## config.mk

```make
export PLATFORM = sky130hd
export DESIGN_NAME = q31_to_fp32_pipe
export DESIGN_NICKNAME = d
export VERILOG_FILES = /design/src/rtl/q31_fp_pkg.sv /design/src/rtl/lzd_32bit.sv /design/src/rtl/q31_to_fp32_pipe.sv
export SDC_FILE = /design/constraint.sdc
export NUM_CORES = 1
export LEC_CHECK = 0
export BUFFER_PORTS_ARGS = -buffer_cell sky130_fd_sc_hd__buf_2
export CORE_MARGIN = 2
export CORE_UTILIZATION = 61
export CTS_CLUSTER_DIAMETER = 50
export CTS_CLUSTER_SIZE = 16
export DETAILED_ROUTE_END_ITERATION = 7
export PLACE_DENSITY = 0.81
export SLEW_MARGIN = 20
export SYNTH_ARGS = -nofsm -noshare
export SYNTH_HDL_FRONTEND = slang
export SYNTH_HIERARCHICAL = 1
export SYNTH_SLANG_ARGS = --single-unit
export TNS_END_PERCENT = 30
```

## constraint.sdc

```tcl
create_clock -name clk -period 6.2 [get_ports clk]
set_clock_uncertainty 0.05 [all_clocks]
set_input_delay 0.93 -clock clk [delete_from_list [all_inputs] [get_ports clk]]
set_output_delay 0.93 -clock clk [all_outputs]
set_load 0.1 [all_outputs]
```

## src/rtl/q31_fp_pkg.sv

```systemverilog
// Shared constants and pipeline-stage record types for the Q1.31 -> binary32 converter.
package q31_fp_pkg;

    localparam int Q_W       = 32;
    localparam int FP_EXP_W  = 8;
    localparam int FP_FRAC_W = 23;
    localparam int FP_BIAS   = 127;
    localparam int LZ_W      = 6;

    localparam logic [Q_W-1:0] FP_POS_ZERO = 32'h0;

    // Stage 1: sign and unsigned magnitude of the sample.
    typedef struct packed {
        logic           sign;
        logic [Q_W-1:0] mag;
    } s1_t;

    // Stage 2: magnitude normalised so the leading one sits at bit 31.
    typedef struct packed {
        logic            sign;
        logic            zero;
        logic [LZ_W-1:0] lz;
        logic [Q_W-1:0]  norm;
    } s2_t;

    // Stage 3: rounded exponent and fraction, ready to pack.
    typedef struct packed {
        logic                 sign;
        logic                 zero;
        logic [FP_EXP_W-1:0]  exp;
        logic [FP_FRAC_W-1:0] frac;
    } s3_t;

    function automatic logic [Q_W-1:0] pack_fp(input s3_t s);
        return s.zero ? FP_POS_ZERO : {s.sign, s.exp, s.frac};
    endfunction

endpackage

```

## src/rtl/lzd_32bit.sv

```systemverilog
// Leading-zero detector: counts zeros above the most significant set bit (32 for all-zero).
module lzd_32bit (
    input  logic [31:0] data,
    output logic [5:0]  lz,
    output logic        zero
);

    // Priority scan from the LSB upward so the highest set bit wins the last assignment.
    always_comb begin
        // NOTE: every output gets a default before the loop so no path leaves it unassigned (no latch).
        lz = 6'd32;
        for (int i = 0; i < 32; i++) begin
            if (data[i]) lz = 6'(31 - i);
        end
        zero = (data == 32'd0);
    end

endmodule

```

## src/rtl/q31_to_fp32_pipe.sv

```systemverilog
// Pipelined signed Q1.31 -> IEEE-754 binary32 converter, valid/ready on both sides,
// three register stages plus an output register, one sample per clock.
import q31_fp_pkg::*;

module q31_to_fp32_pipe #(
    parameter bit ROUND_EN = 1'b1
) (
    input  logic           clk,
    input  logic           rst,
    input  logic           in_valid,
    output logic           in_ready,
    input  logic [Q_W-1:0] in_data,
    output logic           out_valid,
    input  logic           out_ready,
    output logic [Q_W-1:0] out_data
);

    logic en;
    logic s1_valid, s2_valid, s3_valid;
    s1_t  s1_d, s1_q;
    s2_t  s2_d, s2_q;
    s3_t  s3_d, s3_q;

    logic [LZ_W-1:0] lzd_lz;
    logic            lzd_zero;

    // The whole pipe moves together; it only freezes when the output is held by the consumer.
    assign en       = !out_valid || out_ready;
    assign in_ready = en;

    // S1: split the two's-complement sample into sign and magnitude (-1.0 gives 0x80000000).
    always_comb begin
        s1_d.sign = in_data[Q_W-1];
        s1_d.mag  = in_data[Q_W-1] ? (~in_data + 32'd1) : in_data;
    end

    lzd_32bit u_lzd (
        .data (s1_q.mag),
        .lz   (lzd_lz),
        .zero (lzd_zero)
    );

    // S2: shift the magnitude so its leading one lands at bit 31.
    always_comb begin
        s2_d.sign = s1_q.sign;
        s2_d.zero = lzd_zero;
        s2_d.lz   = lzd_lz;
        s2_d.norm = s1_q.mag << lzd_lz;
    end

    // S3: take 23 fraction bits below the hidden one, round, and fold any carry into the exponent.
    always_comb begin
        logic [FP_FRAC_W-1:0] frac;
        logic                 guard;
        logic                 sticky;
        logic                 up;
        logic [FP_FRAC_W:0]   frac_sum;
        logic [FP_EXP_W-1:0]  exp_base;

        frac     = s2_q.norm[30:8];
        guard    = s2_q.norm[7];
        sticky   = |s2_q.norm[6:0];
        up       = ROUND_EN && guard && (sticky || frac[0]);
        frac_sum = {1'b0, frac} + {{FP_FRAC_W{1'b0}}, up};
        // Without a hidden one the sample is zero; the exponent is then irrelevant and held at 0.
        exp_base = s2_q.norm[31] ? (8'(FP_BIAS) - {2'b00, s2_q.lz}) : 8'd0;

        s3_d.sign = s2_q.sign;
        s3_d.zero = s2_q.zero;
        s3_d.exp  = exp_base + {7'd0, frac_sum[FP_FRAC_W]};
        s3_d.frac = frac_sum[FP_FRAC_W-1:0];
    end

    // Control: valid flags and the visible output, cleared on reset so in-flight samples vanish.
    always_ff @(posedge clk or posedge rst) begin
        if (rst) begin
            // NOTE: state updates use non-blocking assignments so every flop samples pre-edge values.
            s1_valid  <= 1'b0;
            s2_valid  <= 1'b0;
            s3_valid  <= 1'b0;
            out_valid <= 1'b0;
            out_data  <= FP_POS_ZERO;
        end else if (en) begin
            s1_valid  <= in_valid;
            s2_valid  <= s1_valid;
            s3_valid  <= s2_valid;
            out_valid <= s3_valid;
            out_data  <= pack_fp(s3_q);
        end
    end

    // Datapath: payload registers advance with the pipe and hold while it is frozen.
    always_ff @(posedge clk) begin
        // NOTE: payload flops carry no reset; the valid flags above decide whether their contents matter.
        if (en) begin
            s1_q <= s1_d;
            s2_q <= s2_d;
            s3_q <= s3_d;
        end
    end

endmodule

```

==> results of run 1 <==
-- cells in the mapped netlist, drive strengths merged, types with 2 or more instances --
master | count | share of area
nand2b | 9 | 0.0068
and3 | 10 | 0.0076
edfxtp | 106 | 0.39
o21ai | 12 | 0.0073
nor2b | 10 | 0.0076
nand3b | 33 | 0.030
nand4b | 2 | 0.0029
xor2 | 10 | 0.011
a2111oi | 2 | 0.0021
a211oi | 2 | 0.0018
dfrtp | 36 | 0.11
mux4 | 35 | 0.095
nand4 | 4 | 0.0030
nand2 | 115 | 0.052
mux2 | 22 | 0.030
a22oi | 2 | 0.0018
a21oi | 18 | 0.011
nor3 | 19 | 0.012
o22ai | 3 | 0.0023
buf | 11 | 0.0067
or3 | 6 | 0.0045
nand3 | 18 | 0.011
ha | 4 | 0.0061
o41ai | 8 | 0.011
nor4 | 15 | 0.012
or4 | 8 | 0.0091
clkbuf | 27 | 0.012
o31ai | 16 | 0.015
xnor2 | 44 | 0.047
a21o | 2 | 0.0018
o21a | 2 | 0.0018
inv | 14 | 0.0064
o2bb2ai | 5 | 0.0053
mux2i | 18 | 0.022
or2 | 3 | 0.0023
nor2 | 35 | 0.016
a22o | 4 | 0.0042
o32ai | 2 | 0.0021
a221oi | 2 | 0.0021
and2 | 10 | 0.0076
-- path summary, 6_finish.rpt --
path                                             to  cells after the start                from
min in group asynchronous  out_data[12]$_DFFE_PP0P_                      3                 rst
min                              s3_q[31]$_DFFE_PP_                      0  s2_q[38]$_DFFE_PP_
max                          s2_q[26]$_SDFFCE_PP0P_                     10  s1_q[26]$_DFFE_PP_
max in group asynchronous  out_data[28]$_DFFE_PP0P_                      3                 rst
max reg2reg                  s2_q[26]$_SDFFCE_PP0P_                     10  s1_q[26]$_DFFE_PP_
min reg2reg                      s3_q[31]$_DFFE_PP_                      0  s2_q[38]$_DFFE_PP_
-- critical path, cell delays in order, from the launching register on --
cell,delay (ns)
edfxtp_1,0.49
nor2_1,0.15
o31ai_1,0.09
or4_1,0.49
nor3_2,0.11
a21o_2,0.56
buf_4,0.47
mux2_2,0.41
mux4_2,0.47
a22oi_1,0.27
o2bb2ai_1,0.11
-- sequential cells by signal (all words and copies together) (netlist names) --
| register | count |
|---|---|
| out_data | 32 |
| out_valid | 1 |
| s1_q | 33 |
| s1_valid | 1 |
| s2_q | 40 |
| s2_valid | 1 |
| s3_q | 33 |
| s3_valid | 1 |
-- layer usage --
| layer | GRT usage | part of all wire | wire length (um) |
|---|---|---|---|
| met3 | 0.0429 | 0.052 | 885 |
| met2 | 0.422 | 0.51 | 8570 |
| met5 | 0 | 0 | 0 |
| met4 | 0.142 | 0.042 | 703 |
| met1 | 0.302 | 0.40 | 6760 |
-- metrics by stage --
| stage | worst slack [ns] | util | cells | instance area [sq um] | power [W] |
|---|---|---|---|---|---|
| 2_1_floorplan | 0.0488 | - | 718 | 8260 | 0.00360 |
| 3_3_place_gp | 2.39 | 0.660 | 932 | 8750 | 0.00399 |
| 3_5_place_dp | 2.30 | 0.660 | 932 | 8750 | 0.00405 |
| 4_1_cts | 2.26 | 0.706 | 964 | 9350 | 0.00509 |
| 5_1_grt | 2.02 | 0.706 | 964 | 9350 | 0.00534 |
| 6_report | 2.26 | 0.706 | 964 | 9350 | 0.00508 |
-- final cells by class --
class | instances | area (sq um)
fill | 957 | 3890
timing repair buffer | 76 | 398
clock inverter | 14 | 164
clock buffer | 18 | 439
sequential | 142 | 4080
inverter | 14 | 55.1
multi-input combinational | 524 | 3990
tap | 176 | 220
-- logic make-up after synthesis --
kind of cell             count (synthesis)  synth area share
multiplexers                            75             0.147
AND/OR/NAND/NOR                        302             0.191
adder cells (fa/ha/maj)                  4           0.00606
AO/OA/AOI/OAI                           89            0.0786
XOR/XNOR                                54            0.0573
flip-flops                             142             0.495
buffers and inverters                   52            0.0253
-- power by group through the flow --
stage               combinational [W]  clock, W  sequential [W]
finish                        0.00218   0.00103         0.00187
floorplan                     0.00112         0         0.00248
detailed placement            0.00217         0         0.00188
global placement              0.00215         0         0.00185
CTS                           0.00219   0.00104         0.00186
global route                  0.00234   0.00108         0.00192
==> out/metrics.yaml, run 1 <==
worstSetupEndpointType: "register"
start_kind: "register"
fin_tns_setup_ns: 0
cts_made_buffers: 17
clk_path_buf_depth: 2
worst_pin_slew_ns: 0.921
htree_levels: 4
seq_area_frac_synth: 0.495
place_hpwl_um: 12000
ys_seq_elements: 142
wl_per_cell_um: 17.6
diodes: 0
viasPerCell: 6.18
hold_viol: 0
via_count: 5956
cts_tree: "built"
cts_setup_buffers: 0
setup_viol: 0
antenna_left: 0
arrival_ns: 4.05
clk_pin_slew_worst_paths_ns: 0.06
die_h_um: 120
criticalPathCategory: "reg -> reg"
start_util: 0.623
worstSkewPairLatency_ns: 0.43
ys.warnings.count: 6
routabilityCongestion: 0.918
min_period_over_period: 0.636
ios: 70
p_int_w: 0.00292
status: "finished, final reports clean"
p_sw_frac: 0.426
fmax_ghz: 0.254
cp.required_ns: 6.31
power_density_nw_per_um2: 543
grt_first_pass_wirelength_um: 28100
worst-path-max-fanout: 31
ys.flop_type: "edfxtp_1"
chipWidth_um: 120
routed_wl_um: 16900
p_clk_frac: 0.203
power.leakage_nw: 3.68
cts.root.buffer_cell: "clkbuf_16"
rows: 42
synth-async-reset-ratio: 0.254
nets: 815
postSynthAreaPerCell_sq_um: 11.5
cts_resized: 0
seqPwrFrac: 0.368
syn-cell-area_sq_um: 8260
grt_max_degree: 82
syn_nets: 758
pwr-share-comb: 0.430
slew_violations: 0
drtIter0Drc: 558
grt_use_total: 0.249
antenna_found_initial: 0
ctsHoldBuffers: 0
drive_above_1_share: 0.234
rsz0062_at_grt: "no"
relSlewSlack: 0.380
ir_drop_mv: 0.239
holdWs_ns: 0.371
netSwitchingPower_w: 0.00216
period_needed_ns: 3.94
maxCapViolations: 0
synth-edff-count: 106
cts.sinks: 142
r2r_setup_slack_ns: 2.26
grt_overflow: 0
drc: 0
first_pass_iters: 5
syn-instance-count: 718
final_cell_mix: "nand2_1 (115), edfxtp_1 (106), buf_2 (69)"
final_common_cell: "nand2_1"
io_buffers: 69
first_global_vias: 5678
die_area_sq_um: 14500
synth_cell_types: 63
coreArea_sq_um: 13200
syn2layout_area_growth_pct: 13.2
min_path_type: "reg -> reg"
Power figures use the tool's default switching activity.
==> inputs of run 2 (changes only) <==
--- a/config.mk
+++ b/config.mk
@@ -5,13 +5,14 @@
 export SDC_FILE = /design/constraint.sdc
 export NUM_CORES = 1
 export LEC_CHECK = 0
+export ABC_AREA = 1
 export BUFFER_PORTS_ARGS = -buffer_cell sky130_fd_sc_hd__buf_2
 export CORE_MARGIN = 2
-export CORE_UTILIZATION = 61
+export CORE_UTILIZATION = 55
 export CTS_CLUSTER_DIAMETER = 50
 export CTS_CLUSTER_SIZE = 16
 export DETAILED_ROUTE_END_ITERATION = 7
-export PLACE_DENSITY = 0.81
+export PLACE_DENSITY = 0.77
 export SLEW_MARGIN = 20
 export SYNTH_ARGS = -nofsm -noshare
 export SYNTH_HDL_FRONTEND = slang
==> constraint.sdc (replaced) <==
create_clock -name clk -period 3.6 [get_ports clk]
set_clock_uncertainty 0.05 [all_clocks]
set_input_delay 0.54 -clock clk [delete_from_list [all_inputs] [get_ports clk]]
set_output_delay 0.54 -clock clk [all_outputs]
set_load 0.1 [all_outputs]
==> run 2 against run 1 <==
Register-to-register slack got worse by 2.1 ns; global-route usage is 1.5 points higher; largest power group unchanged; utilization down 3.1 points; sequential share of layout area down 3.9 points; cell count up 40%; cell area increased by 9.8%; synthesized area rose by 3.5%; clock power up 63%; via count rose by 30%; critical endpoint is now s2_q[31]$_SDFFCE_PP0P_; synthesized cell count increased by 51%; critical path depth rose by 29.
==> out/metrics.yaml, run 2 <==
setup_ws_ns: 0.152
drtIter0Drc: 828
routabilityCongestion: 0.971
antenna_found_initial: 0
regMostFlops: "s2_q"
crit_path_start: "s1_q[1]$_DFFE_PP_"
clk_path_buf_depth: 2
cpLargestDelayFamily: "simple AND/OR/NAND/NOR gates"
crit_path_top_delay_cell: "edfxtp_1"
cts_tree: "built"
grt_use_total: 0.264
slew_violations: 0
io_buffers: 69
hold_viol: 0
largest_reg_flops: 40
chipWidth_um: 129
power_density_nw_per_um2: 883
rr_endpoint: "s2_q[31]$_SDFFCE_PP0P_"
htree_levels: 4
rsz0062_at_grt: "yes"
via_count: 7764
clk_pin_slew_worst_paths_ns: 0.06
criticalPathCategory: "reg -> reg"
drive_above_1_share: 0.237
worst_pin_slew_ns: 1.14
power.leakage_nw: 4.73
critPathCapture: "s2_q[31]$_SDFFCE_PP0P_"
cts.sinks: 142
setup_viol: 0
die_area_sq_um: 16600
fmax_ghz: 0.290
rows: 45
ys.warnings.count: 6
cp_num_cells: 39
start_kind: "register"
start_util: 0.562
postSynthAreaPerCell_sq_um: 7.91
synth_top_area_share: 0.372
grt_max_degree: 67
synth.most_common_cell: "nand2_1"
synth_top_cell_by_area: "edfxtp_1"
first_pass_iters: 5
period_needed_ns: 3.45
drc: 0
die_h_um: 129
reg_top3: "s2_q (40), s1_q (33), s3_q (33)"
cts.root.buffer_cell: "clkbuf_16"
worstSetupEndpointType: "register"
ir_drop_mv: 0.496
place_hpwl_um: 15500
synth_xor_area_frac: 0.0348
worst_path_most_repeated_cell: "nand2_1"
ys_seq_elements: 142
r2r-start: "s1_q[1]$_DFFE_PP_"
viasPerCell: 5.76
ios: 70
coreArea_sq_um: 15200
synth-async-reset-ratio: 0.254
syn2layout_area_growth_pct: 20.1
relSlewSlack: 0.237
synthMuxAreaShare: 0
slowest_delay_ns: 0.42
post-place-ws_ns: 0.198
synth-edff-count: 106
synthTopCellsByArea: "edfxtp_1 (37%), nand3_1 (15%), nand2_1 (12%)"
seq_area_frac_synth: 0.478
synth_commonest_cells: "nand2_1 (271), nand3_1 (256), nor2_1 (107)"
synth_compound_area_frac: 0.0389
grt_overflow: 0
wl_per_cell_um: 16.3
cp.required_ns: 3.73
min_period_over_period: 0.958
synth_fa_ha_area_frac: 0.00585
final_common_cell: "nand2_1"
arrival_ns: 3.58
final_cell_mix: "nand2_1 (247), nand3_1 (172), edfxtp_1 (106)"
synth_cell_types: 42
worst_r2r_path_depth: 39
syn_nets: 1121
syn-instance-count: 1081
path_buf_inv: 3
routed_wl_um: 21900
ys.flop_type: "edfxtp_1"
min_path_type: "in -> async"
post-route-util: 0.675
diodes: 0
maxCapViolations: 0
cts_made_buffers: 17
antenna_left: 0
worstSkewPairLatency_ns: 0.43
worst-path-max-fanout: 16
first_global_vias: 7175
status: "finished, final reports clean"
grt_first_pass_wirelength_um: 34200
syn-cell-area_sq_um: 8550
p_total_w: 0.00906
synthSimpleGateAreaFrac: 0.369
nets: 1186
r2r_setup_slack_ns: 0.15
synth_top_family_by_area: "simple AND/OR/NAND/NOR gates"
[run 2: cell count changes after synthesis, moves of 29 or more]
cell / delta
inv_1: +79
mux4_2: -35
nand2_1: +156
nand3_1: +238
nand3b_1: -29
nor2_1: +72
xnor2_1: -30
[run 2: how the worst min path moves through the flow]
| stage | to | slack [ns] | cells past startpoint |
|---|---|---|---|
| 4_1_cts | out_data[28]$_DFFE_PP0P_ | 0.15 | 2 |
| 6_report | out_data[27]$_DFFE_PP0P_ | 0.13 | 2 |
| 3_5_place_dp | s3_q[32]$_DFFE_PP_ | 0.35 | 0 |
| 5_1_grt | out_data[29]$_DFFE_PP0P_ | 0.20 | 2 |
| 3_3_place_gp | s3_q[31]$_DFFE_PP_ | 0.35 | 0 |
| 2_1_floorplan | s2_q[39]$_DFFE_PP_ | 0.35 | 0 |
[run 2: worst register-to-register path, delay by kind of cell, from the launching register on]
kind,cells,cell delay (ns)
AND/OR/NAND/NOR,35,2.20
flip-flops,1,0.42
AO/OA/AOI/OAI,1,0.17
buffers and inverters,3,0.32
[run 2: kinds of logic after synthesis]
logic type,after synthesis
buffers and inverters,146
DFF,142
adders and majority gates,4
and+or+nand+nor,695
AOI/OAI and AO/OA,60
xor gates and xnor gates,34
[run 2: report_power, final]
group          switching [W]  internal (W)  leakage [nW]
clock network       0.000705      0.000974         0.284
registers           0.000453       0.00266          1.54
logic                0.00320       0.00108          2.90
total                0.00435       0.00471          4.73
[run 2: what timing repair did]
action	4_1_cts	5_1_grt
endpoints found under the setup margin	0	32
resized for setup	0	129
setup buffers	0	7
hold endpoints to repair	0	0
hold buffers	0	0
[run 2: per-stage QoR]
| stage | TNS, ns | cell area (sq um) | hold slack (ns) | cells |
|---|---|---|---|---|
| after floorplan | 0 | 8550 | 0.350 | 1081 |
| after global routing | -5.89 | 10300 | 0.201 | 1347 |
| after global placement | 0 | 9050 | 0.351 | 1307 |
| after CTS | 0 | 9630 | 0.152 | 1339 |
| final | 0 | 10300 | 0.135 | 1347 |
| after detailed placement | 0 | 9050 | 0.355 | 1307 |
[run 2: cell type report]
cell class | instances | area [sq um]
flip-flops and latches | 142 | 4080
multi-input cells | 793 | 4390
clock inverters | 13 | 101
inverters | 100 | 412
well taps | 188 | 235
fillers | 1172 | 4940
repair buffers | 91 | 561
clock buffers | 19 | 475
repair inverters | 1 | 6.26
[run 2: routing by layer]
metal,vias up,part of all wire,GRT usage
met5,-,0,0
met4,0,0.041,0.109
met3,92,0.061,0.0482
met2,355,0.50,0.464
met1,3539,0.40,0.320
li1,3778,-,-
